File: src/rtl/i2c_pkg.sv
// Shared types and constants for the byte-level I2C slave engine.
// Pure declarations: no logic, no latency, no flow control.
package i2c_pkg;

  localparam int BYTE_BITS = 8;
  localparam int ADDR_BITS = 7;

  // bit_cnt value after the last data bit of a byte has been clocked
  localparam logic [3:0] BIT_CNT_FULL = 4'd8;

  typedef enum logic [2:0] {
    IDLE     = 3'd0,
    ADDR     = 3'd1,
    ADDR_ACK = 3'd2,
    WR_DATA  = 3'd3,
    WR_ACK   = 3'd4,
    RD_DATA  = 3'd5,
    RD_ACK   = 3'd6,
    IGNORE   = 3'd7
  } state_t;

  function automatic logic addr_hit(input logic [BYTE_BITS-1:0] addr_byte,
                                    input logic [ADDR_BITS-1:0] slave_addr);
    return addr_byte[BYTE_BITS-1:1] == slave_addr;
  endfunction

endpackage

File: src/rtl/i2c_slave_shifter_if.sv
// Bus-side bundle of the I2C slave shifter: synchronized lines, framing pulses, byte data.
// Wires only; tx_req/tx_data form a request/supply pair, no other backpressure.
interface i2c_slave_shifter_if;
  import i2c_pkg::*;

  logic                 sda_i;
  logic                 scl_i;
  logic                 start_detected_i;
  logic                 transfer_in_progress_i;
  logic [BYTE_BITS-1:0] tx_data_i;
  logic                 sda_oe_o;
  logic [BYTE_BITS-1:0] rx_data_o;
  logic                 rx_valid_o;
  logic                 tx_req_o;
  logic                 addr_match_o;
  logic                 rw_o;

  modport slave (
    input  sda_i,
    input  scl_i,
    input  start_detected_i,
    input  transfer_in_progress_i,
    input  tx_data_i,
    output sda_oe_o,
    output rx_data_o,
    output rx_valid_o,
    output tx_req_o,
    output addr_match_o,
    output rw_o
  );

  modport master (
    output sda_i,
    output scl_i,
    output start_detected_i,
    output transfer_in_progress_i,
    output tx_data_i,
    input  sda_oe_o,
    input  rx_data_o,
    input  rx_valid_o,
    input  tx_req_o,
    input  addr_match_o,
    input  rw_o
  );

endinterface

File: src/rtl/scl_edge_detector.sv
// SCL edge detector: one-register delay line, rise/fall are combinational off scl_i.
// Edges are reported in the same cycle scl_i changes; no backpressure.
module scl_edge_detector (
  input  logic clk_i,
  input  logic reset_n_i,
  input  logic scl_i,
  output logic scl_rise_o,
  output logic scl_fall_o
);

  logic r_scl_q;

  // Reset to 1 so an idle-high bus does not look like a rising edge.
  always_ff @(posedge clk_i) begin
    if (!reset_n_i) begin
      r_scl_q <= 1'b1;
    end else begin
      r_scl_q <= scl_i;
    end
  end

  assign scl_rise_o = scl_i & ~r_scl_q;
  assign scl_fall_o = ~scl_i & r_scl_q;

endmodule

File: src/rtl/i2c_slave_shifter.sv
// Byte-level I2C slave: address match/ACK, write receive, read transmit; outputs registered, one cycle after the SCL edge.
// No stalling: tx_data_i is sampled at the SCL fall that starts a read byte, at least half an SCL period after tx_req_o.
module i2c_slave_shifter
  import i2c_pkg::*;
#(
  parameter logic [ADDR_BITS-1:0] SLAVE_ADDR = 7'h50
) (
  input  logic                 clk_i,
  input  logic                 reset_n_i,
  i2c_slave_shifter_if.slave   i2c_if
);

  logic w_scl_rise;
  logic w_scl_fall;

  scl_edge_detector u_scl_edge (
    .clk_i      (clk_i),
    .reset_n_i  (reset_n_i),
    .scl_i      (i2c_if.scl_i),
    .scl_rise_o (w_scl_rise),
    .scl_fall_o (w_scl_fall)
  );

  state_t               r_state;
  logic [3:0]           r_bit_cnt;
  logic [BYTE_BITS-1:0] r_shift;
  logic                 r_sda_oe;
  logic [BYTE_BITS-1:0] r_rx_data;
  logic                 r_rx_valid;
  logic                 r_tx_req;
  logic                 r_addr_match;
  logic                 r_rw;

  logic [BYTE_BITS-1:0] w_byte_in;
  logic                 w_last_bit;
  logic                 w_byte_open;
  logic                 w_start;
  logic                 w_stop;

  assign w_byte_in   = {r_shift[BYTE_BITS-2:0], i2c_if.sda_i};
  assign w_last_bit  = (r_bit_cnt == (BIT_CNT_FULL - 4'd1));
  assign w_byte_open = (r_bit_cnt < BIT_CNT_FULL);
  assign w_start     = i2c_if.start_detected_i;
  assign w_stop      = ~i2c_if.transfer_in_progress_i;

  always_ff @(posedge clk_i) begin
    if (!reset_n_i) begin
      r_state      <= IDLE;
      r_bit_cnt    <= 4'd0;
      r_shift      <= '0;
      r_sda_oe     <= 1'b0;
      r_rx_data    <= '0;
      r_rx_valid   <= 1'b0;
      r_tx_req     <= 1'b0;
      r_addr_match <= 1'b0;
      r_rw         <= 1'b0;
    end else begin
      r_rx_valid <= 1'b0;
      r_tx_req   <= 1'b0;

      // Start and stop swallow any SCL edge seen in the same cycle.
      if (w_start) begin
        r_state      <= ADDR;
        r_bit_cnt    <= 4'd0;
        r_sda_oe     <= 1'b0;
        r_addr_match <= 1'b0;
      end else if (w_stop) begin
        r_state      <= IDLE;
        r_sda_oe     <= 1'b0;
        r_addr_match <= 1'b0;
      end else begin
        case (r_state)
          IDLE: begin
            r_sda_oe <= 1'b0;
          end

          ADDR: begin
            if (w_scl_rise && w_byte_open) begin
              r_shift   <= w_byte_in;
              r_bit_cnt <= r_bit_cnt + 4'd1;
              if (w_last_bit) begin
                if (addr_hit(w_byte_in, SLAVE_ADDR)) begin
                  r_addr_match <= 1'b1;
                  r_rw         <= w_byte_in[0];
                  r_tx_req     <= w_byte_in[0];
                end else begin
                  r_state <= IGNORE;
                end
              end
            end else if (w_scl_fall && !w_byte_open && r_addr_match) begin
              r_sda_oe <= 1'b1;
              r_state  <= ADDR_ACK;
            end
          end

          // Also entered after a master ACK in a read, to load the next byte.
          ADDR_ACK: begin
            if (w_scl_fall) begin
              r_bit_cnt <= 4'd0;
              if (r_rw) begin
                r_shift  <= i2c_if.tx_data_i;
                r_sda_oe <= ~i2c_if.tx_data_i[BYTE_BITS-1];
                r_state  <= RD_DATA;
              end else begin
                r_sda_oe <= 1'b0;
                r_state  <= WR_DATA;
              end
            end
          end

          WR_DATA: begin
            if (w_scl_rise && w_byte_open) begin
              r_shift   <= w_byte_in;
              r_bit_cnt <= r_bit_cnt + 4'd1;
              if (w_last_bit) begin
                r_rx_data  <= w_byte_in;
                r_rx_valid <= 1'b1;
              end
            end else if (w_scl_fall && !w_byte_open) begin
              r_sda_oe <= 1'b1;
              r_state  <= WR_ACK;
            end
          end

          WR_ACK: begin
            if (w_scl_fall) begin
              r_sda_oe  <= 1'b0;
              r_bit_cnt <= 4'd0;
              r_state   <= WR_DATA;
            end
          end

          RD_DATA: begin
            if (w_scl_rise && w_byte_open) begin
              r_bit_cnt <= r_bit_cnt + 4'd1;
            end else if (w_scl_fall) begin
              if (w_byte_open) begin
                r_shift  <= {r_shift[BYTE_BITS-2:0], 1'b0};
                r_sda_oe <= ~r_shift[BYTE_BITS-2];
              end else begin
                r_sda_oe <= 1'b0;
                r_state  <= RD_ACK;
              end
            end
          end

          RD_ACK: begin
            if (w_scl_rise) begin
              if (!i2c_if.sda_i) begin
                r_tx_req <= 1'b1;
                r_state  <= ADDR_ACK;
              end else begin
                r_state <= IGNORE;
              end
            end
          end

          IGNORE: begin
            r_sda_oe <= 1'b0;
          end

          default: begin
            r_state  <= IDLE;
            r_sda_oe <= 1'b0;
          end
        endcase
      end
    end
  end

  assign i2c_if.sda_oe_o     = r_sda_oe;
  assign i2c_if.rx_data_o    = r_rx_data;
  assign i2c_if.rx_valid_o   = r_rx_valid;
  assign i2c_if.tx_req_o     = r_tx_req;
  assign i2c_if.addr_match_o = r_addr_match;
  assign i2c_if.rw_o         = r_rw;

endmodule

File: src/flat_wrapper.sv
// flat-port wrapper written by rule: the top's interface ports become plain ports
module i2c_slave_shifter_flat import i2c_pkg::*;
#(
  parameter logic [ADDR_BITS-1:0] SLAVE_ADDR = 7'h50
)
  (clk_i, reset_n_i, i2c_if_sda_i, i2c_if_scl_i, i2c_if_start_detected_i, i2c_if_transfer_in_progress_i, i2c_if_tx_data_i, i2c_if_sda_oe_o, i2c_if_rx_data_o, i2c_if_rx_valid_o, i2c_if_tx_req_o, i2c_if_addr_match_o, i2c_if_rw_o);
  i2c_slave_shifter_if i2c_if_i ();
  input  logic clk_i;
  input  logic reset_n_i;
  input wire logic [$bits(i2c_if_i.sda_i)-1:0] i2c_if_sda_i;
  input wire logic [$bits(i2c_if_i.scl_i)-1:0] i2c_if_scl_i;
  input wire logic [$bits(i2c_if_i.start_detected_i)-1:0] i2c_if_start_detected_i;
  input wire logic [$bits(i2c_if_i.transfer_in_progress_i)-1:0] i2c_if_transfer_in_progress_i;
  input wire logic [$bits(i2c_if_i.tx_data_i)-1:0] i2c_if_tx_data_i;
  output wire logic [$bits(i2c_if_i.sda_oe_o)-1:0] i2c_if_sda_oe_o;
  output wire logic [$bits(i2c_if_i.rx_data_o)-1:0] i2c_if_rx_data_o;
  output wire logic [$bits(i2c_if_i.rx_valid_o)-1:0] i2c_if_rx_valid_o;
  output wire logic [$bits(i2c_if_i.tx_req_o)-1:0] i2c_if_tx_req_o;
  output wire logic [$bits(i2c_if_i.addr_match_o)-1:0] i2c_if_addr_match_o;
  output wire logic [$bits(i2c_if_i.rw_o)-1:0] i2c_if_rw_o;
  assign i2c_if_i.sda_i = i2c_if_sda_i;
  assign i2c_if_i.scl_i = i2c_if_scl_i;
  assign i2c_if_i.start_detected_i = i2c_if_start_detected_i;
  assign i2c_if_i.transfer_in_progress_i = i2c_if_transfer_in_progress_i;
  assign i2c_if_i.tx_data_i = i2c_if_tx_data_i;
  assign i2c_if_sda_oe_o = i2c_if_i.sda_oe_o;
  assign i2c_if_rx_data_o = i2c_if_i.rx_data_o;
  assign i2c_if_rx_valid_o = i2c_if_i.rx_valid_o;
  assign i2c_if_tx_req_o = i2c_if_i.tx_req_o;
  assign i2c_if_addr_match_o = i2c_if_i.addr_match_o;
  assign i2c_if_rw_o = i2c_if_i.rw_o;
  i2c_slave_shifter #(.SLAVE_ADDR(SLAVE_ADDR)) u_core (.clk_i(clk_i), .reset_n_i(reset_n_i), .i2c_if(i2c_if_i));
endmodule
File: config.mk
export PLATFORM = sky130hd
export DESIGN_NAME = i2c_slave_shifter_flat
export DESIGN_NICKNAME = d
export VERILOG_FILES = /design/src/rtl/i2c_pkg.sv /design/src/rtl/i2c_slave_shifter_if.sv /design/src/rtl/scl_edge_detector.sv /design/src/rtl/i2c_slave_shifter.sv /design/src/flat_wrapper.sv
export SDC_FILE = /design/constraint.sdc
export NUM_CORES = 1
export LEC_CHECK = 0
export CAP_MARGIN = 15
export CORE_MARGIN = 8
export CORE_UTILIZATION = 56
export DETAILED_ROUTE_END_ITERATION = 10
export GPL_ROUTABILITY_DRIVEN = 0
export PLACE_DENSITY = 0.88
export SYNTH_ARGS = -nofsm -noshare
export SYNTH_HDL_FRONTEND = slang
export SYNTH_HIERARCHICAL = 1
export SYNTH_SLANG_ARGS = --single-unit
File: constraint.sdc
create_clock -name clk_i -period 3 [get_ports clk_i]
set_input_delay 0.6 -clock clk_i [delete_from_list [all_inputs] [get_ports clk_i]]
set_output_delay 0.6 -clock clk_i [all_outputs]
set_load 0.01 [all_outputs]
==> results <==
- The flow ran to the end, and the final reports show no timing, DRC or antenna violations.
- The count of warnings emitted by yosys is 6.
- The topmost layer with routed signal wires is met4.
- Wire segments on met2 add up to 1767 µm in the final route.
- The post-synthesis cell area is around 1500 µm².
- STA classifies the critical path endpoint as a register.
- In the detailed route, the total length drawn on met3 is roughly 390 µm.
- The hold violation total from the final report came to 0.
- Row generation in the floorplan step produced 19 rows.
- The final layout contains 217 nets.
- The count of mapped cells out of synthesis is ~180.
- The sequential cell fraction of total power is 0.587.
- The clock transition at the registers of the reported paths is approximately 0.16 ns.
- Of the total power, the share spent switching nets is 0.2514.
- STA classifies the critical path startpoint as an input port.
- The count of final setup violators is 0.
- The number of buffers inserted during clock tree synthesis is 3.
- The detailed-router iteration count before antenna repair is 5.
- The die height is just under 70 µm.
- For the worst flop-to-flop path, the logic depth is 5.
- The count of vias placed by the detailed router is 1478.
- The slew at the pin closest to its max-slew limit is just under 0.7 ns.
- The prevailing post-synth register cell is sky130_fd_sc_hd__dfxtp_1.
- The minimum clock period after layout is between 2 and 3 ns.
- For this design the top-level I/O count stands at 27.
- The distinct cell type count of the synthesized netlist is 49.
- The later pin in the worst-skew pair is clocked with a latency of 0.34 ns.
- The first global-routing pass estimated 6603 µm of wire.
- For this configuration, the core starts out at a cell density of 0.5686.
- The first routing iteration left around 190 violations.
- In this run, synthesis produced a sequential element count of 28.
- The mean post-synth cell area is 8.505 µm².
- The total length of routed wires is 3880 µm.
- For this run, the register share of the synthesized area comes to 0.3702.
- The count of nets left with antenna violations once routing finished came out at 0.
- The final count of pins violating max slew was 0.
- The register cell area after layout is 560.5 µm².
- The total overflow left after global routing is 0.
- In this run, post-CTS repair resized a total of 0 instances.
- After clock tree synthesis, the setup repair step added 0 buffers.
- The number of remaining DRC errors is 0.
- The number of filler instances in the final layout is 212.
- Setup repair after global routing left no endpoint under its margin.
- The count of hold-fix buffers inserted at cts is 0.
- The number of levels in the clock H-tree is 1.
- Setup slack on the worst reg-to-reg path comes out at 0.80 ns.
- The largest fanout of any net on the critical path is 7.
- The CTS tree is done.
- The total power draw is 653.4 µW.
- The critical path data required time is between 3 and 4 ns.
- Clock skew on the completed layout was measured at around 0.013 ns.
- Entering global routing, the biggest net connects 23 pins.
- The maximum count of clock buffers along a single path is 2.
- Max-cap violations in this run came to 0.
- The die covers around 4600 µm².
- The power spent charging and discharging nets is 164.3 µW.
- Timing would allow up to between 300 and 400 MHz.
- The HPWL reported at the end of detailed placement is 2772 µm.
- The number of clock sinks is 28.
- The detailed router put a total of 1621 µm of wire on met1.
- The number of stages on the worst hold path is 2.
- The horizontal die dimension is 68.00 µm.
- The share of the clock period used by the worst path is 0.8469.
- The class of the tightest hold or removal check is register to register.
- Using the TritonRoute via totals, the vias-per-cell ratio works out to 6.371.
- The data arrival time at the worst-slack endpoint is 2.83 ns.
- The share of flip-flops with an asynchronous set or reset is 0.
- The critical setup path kind is input port to register.
- The total negative slack is 0 ns.
- The number of I/O port buffers is 26.
- The buffer cell driving the clock tree root is sky130_fd_sc_hd__clkbuf_4.
- The power density of the placed cells is around 360 nW/µm².
- Yosys mapped a number of flops with a built-in enable equal to 0.
- The synthesis-to-layout area growth is 20.25%.
- Of the total power, combinational logic draws 0.126.
- The fraction of layout cells with a size suffix above 1 is 0.07463.
- The clock share of power is 0.287.
- The number of global-route vias before repair was 1428.
- The total nets after synthesis is 193.
- For this design the static power due to leakage is around 0.65 nW.
- The maximum VDD drop is 0.3597 mV.
- The internal portion of the total power is ~500 µW.
- The core region is 2663 µm².
- Dividing the detail-routed wire length by the instance count gives 16.72 µm.
- Across every metal layer, demand over resource in global routing totals 0.1830.
- The antenna cell count is 0.
- The remaining max-slew budget at the tightest pin is 0.5501.
- Summing all multi-input logic gate instances after layout gives ~890 µm².
- The initial antenna violation count came to 0.
## power by group through the flow
stage / clock network (mW) / logic [mW] / registers [mW]
finish: 0.188 / 0.0822 / 0.383
global route: 0.206 / 0.0894 / 0.385
CTS: 0.190 / 0.0805 / 0.383
detailed placement: 0 / 0.0798 / 0.391
global placement: 0 / 0.0774 / 0.391
floorplan: 0 / 0.0551 / 0.385
## cell families after synthesis
kind of cell	Yosys count	share of synthesized area
AND/OR/NAND/NOR	66	0.2380
AO/OA/AOI/OAI	52	0.2322
flip-flops	28	0.3702
multiplexers	16	0.1074
buffers and inverters	15	0.04379
adder cells (fa/ha/maj)	1	0.008263
## cells in the final DEF, fill, tap and decap left out, drive strengths merged, types with 3 or more instances in the layout
cell type and instances:
o211ai 3, a311oi 7, o21ai 8, inv 5
a21oi 18, nor2b 5, dfxtp 28, mux2i 14
nand2 11, clkdlybuf4s50 26, nand2b 4, nand3 5
nor2 17, or3 3, clkbuf 4, and3 4
nor3 6
## sequential cells by signal, summed over array words and instances (netlist names)
name and count:
u_core/i2c_if.rx_valid_o 1, u_core/i2c_if.rx_data_o 8, u_core/r_state 3, u_core/r_bit_cnt 4, u_core/r_shift 7, u_core/i2c_if.rw_o 1
u_core/i2c_if.addr_match_o 1, u_core/i2c_if.sda_oe_o 1, u_core/u_scl_edge/r_scl_q 1, u_core/i2c_if.tx_req_o 1
## per-stage QoR
stage	worst slack (ns)	hold slack, ns	utilization	cell area, µm²	std cells
floorplan	0.9271	0.4487	-	1514	178
global placement	0.2192	0.4580	0.6701	1784	228
detailed placement	0.1910	0.4726	0.6701	1784	228
CTS	0.5069	0.4932	0.6837	1821	232
global route	0.3506	0.5190	0.6837	1821	232
finish	0.4594	0.4935	0.6837	1821	232
## synthesized netlist by cell type, drive strengths merged (2+ instances only)
cell | n | share of area
a311oi | 7 | 0.040
clkbuf | 3 | 0.0074
o21a | 2 | 0.0099
a21oi | 18 | 0.060
inv | 5 | 0.012
mux2i | 14 | 0.093
buf | 6 | 0.021
nor2 | 17 | 0.042
and3 | 4 | 0.017
o211ai | 3 | 0.015
nor3 | 6 | 0.027
nand2b | 4 | 0.017
dfxtp | 28 | 0.37
mux2 | 2 | 0.015
nor4 | 2 | 0.0083
o21ai | 8 | 0.026
nand2 | 11 | 0.027
nand3 | 5 | 0.017
a211o | 2 | 0.012
nor2b | 5 | 0.026
or3 | 3 | 0.012
## worst paths after layout
check,end,start
worst max-delay path,u_core/r_state[2],i2c_if_scl_i
worst min-delay path,u_core/i2c_if.sda_oe_o,u_core/i2c_if.sda_oe_o
worst max register to register,u_core/r_state[2],u_core/r_state[1]
worst min register to register,u_core/i2c_if.sda_oe_o,u_core/i2c_if.sda_oe_o
## per-layer routing
metal  track usage  up-vias
met4       0.08951        0
met1        0.2373      675
met5             0        -
li1              -      704
met2        0.2755       83
met3       0.04746       16
## critical path, stage by stage
cell and delay (ns):
sky130_fd_sc_hd__clkdlybuf4s50_1 0.50, sky130_fd_sc_hd__nor2b_1 0.39, sky130_fd_sc_hd__and2b_1 0.31, sky130_fd_sc_hd__nor4_1 0.08
sky130_fd_sc_hd__a211o_1 0.32, sky130_fd_sc_hd__or4b_1 0.50, sky130_fd_sc_hd__a21oi_1 0.13
## layout make-up
class,count,share of cell area
multi-input combinational,135,0.4873
inverter,6,0.01237
sequential,28,0.3079
timing repair buffer,28,0.1512
clock buffer,4,0.01993
tap,31,0.02131
(Power assumes the default switching activity.)
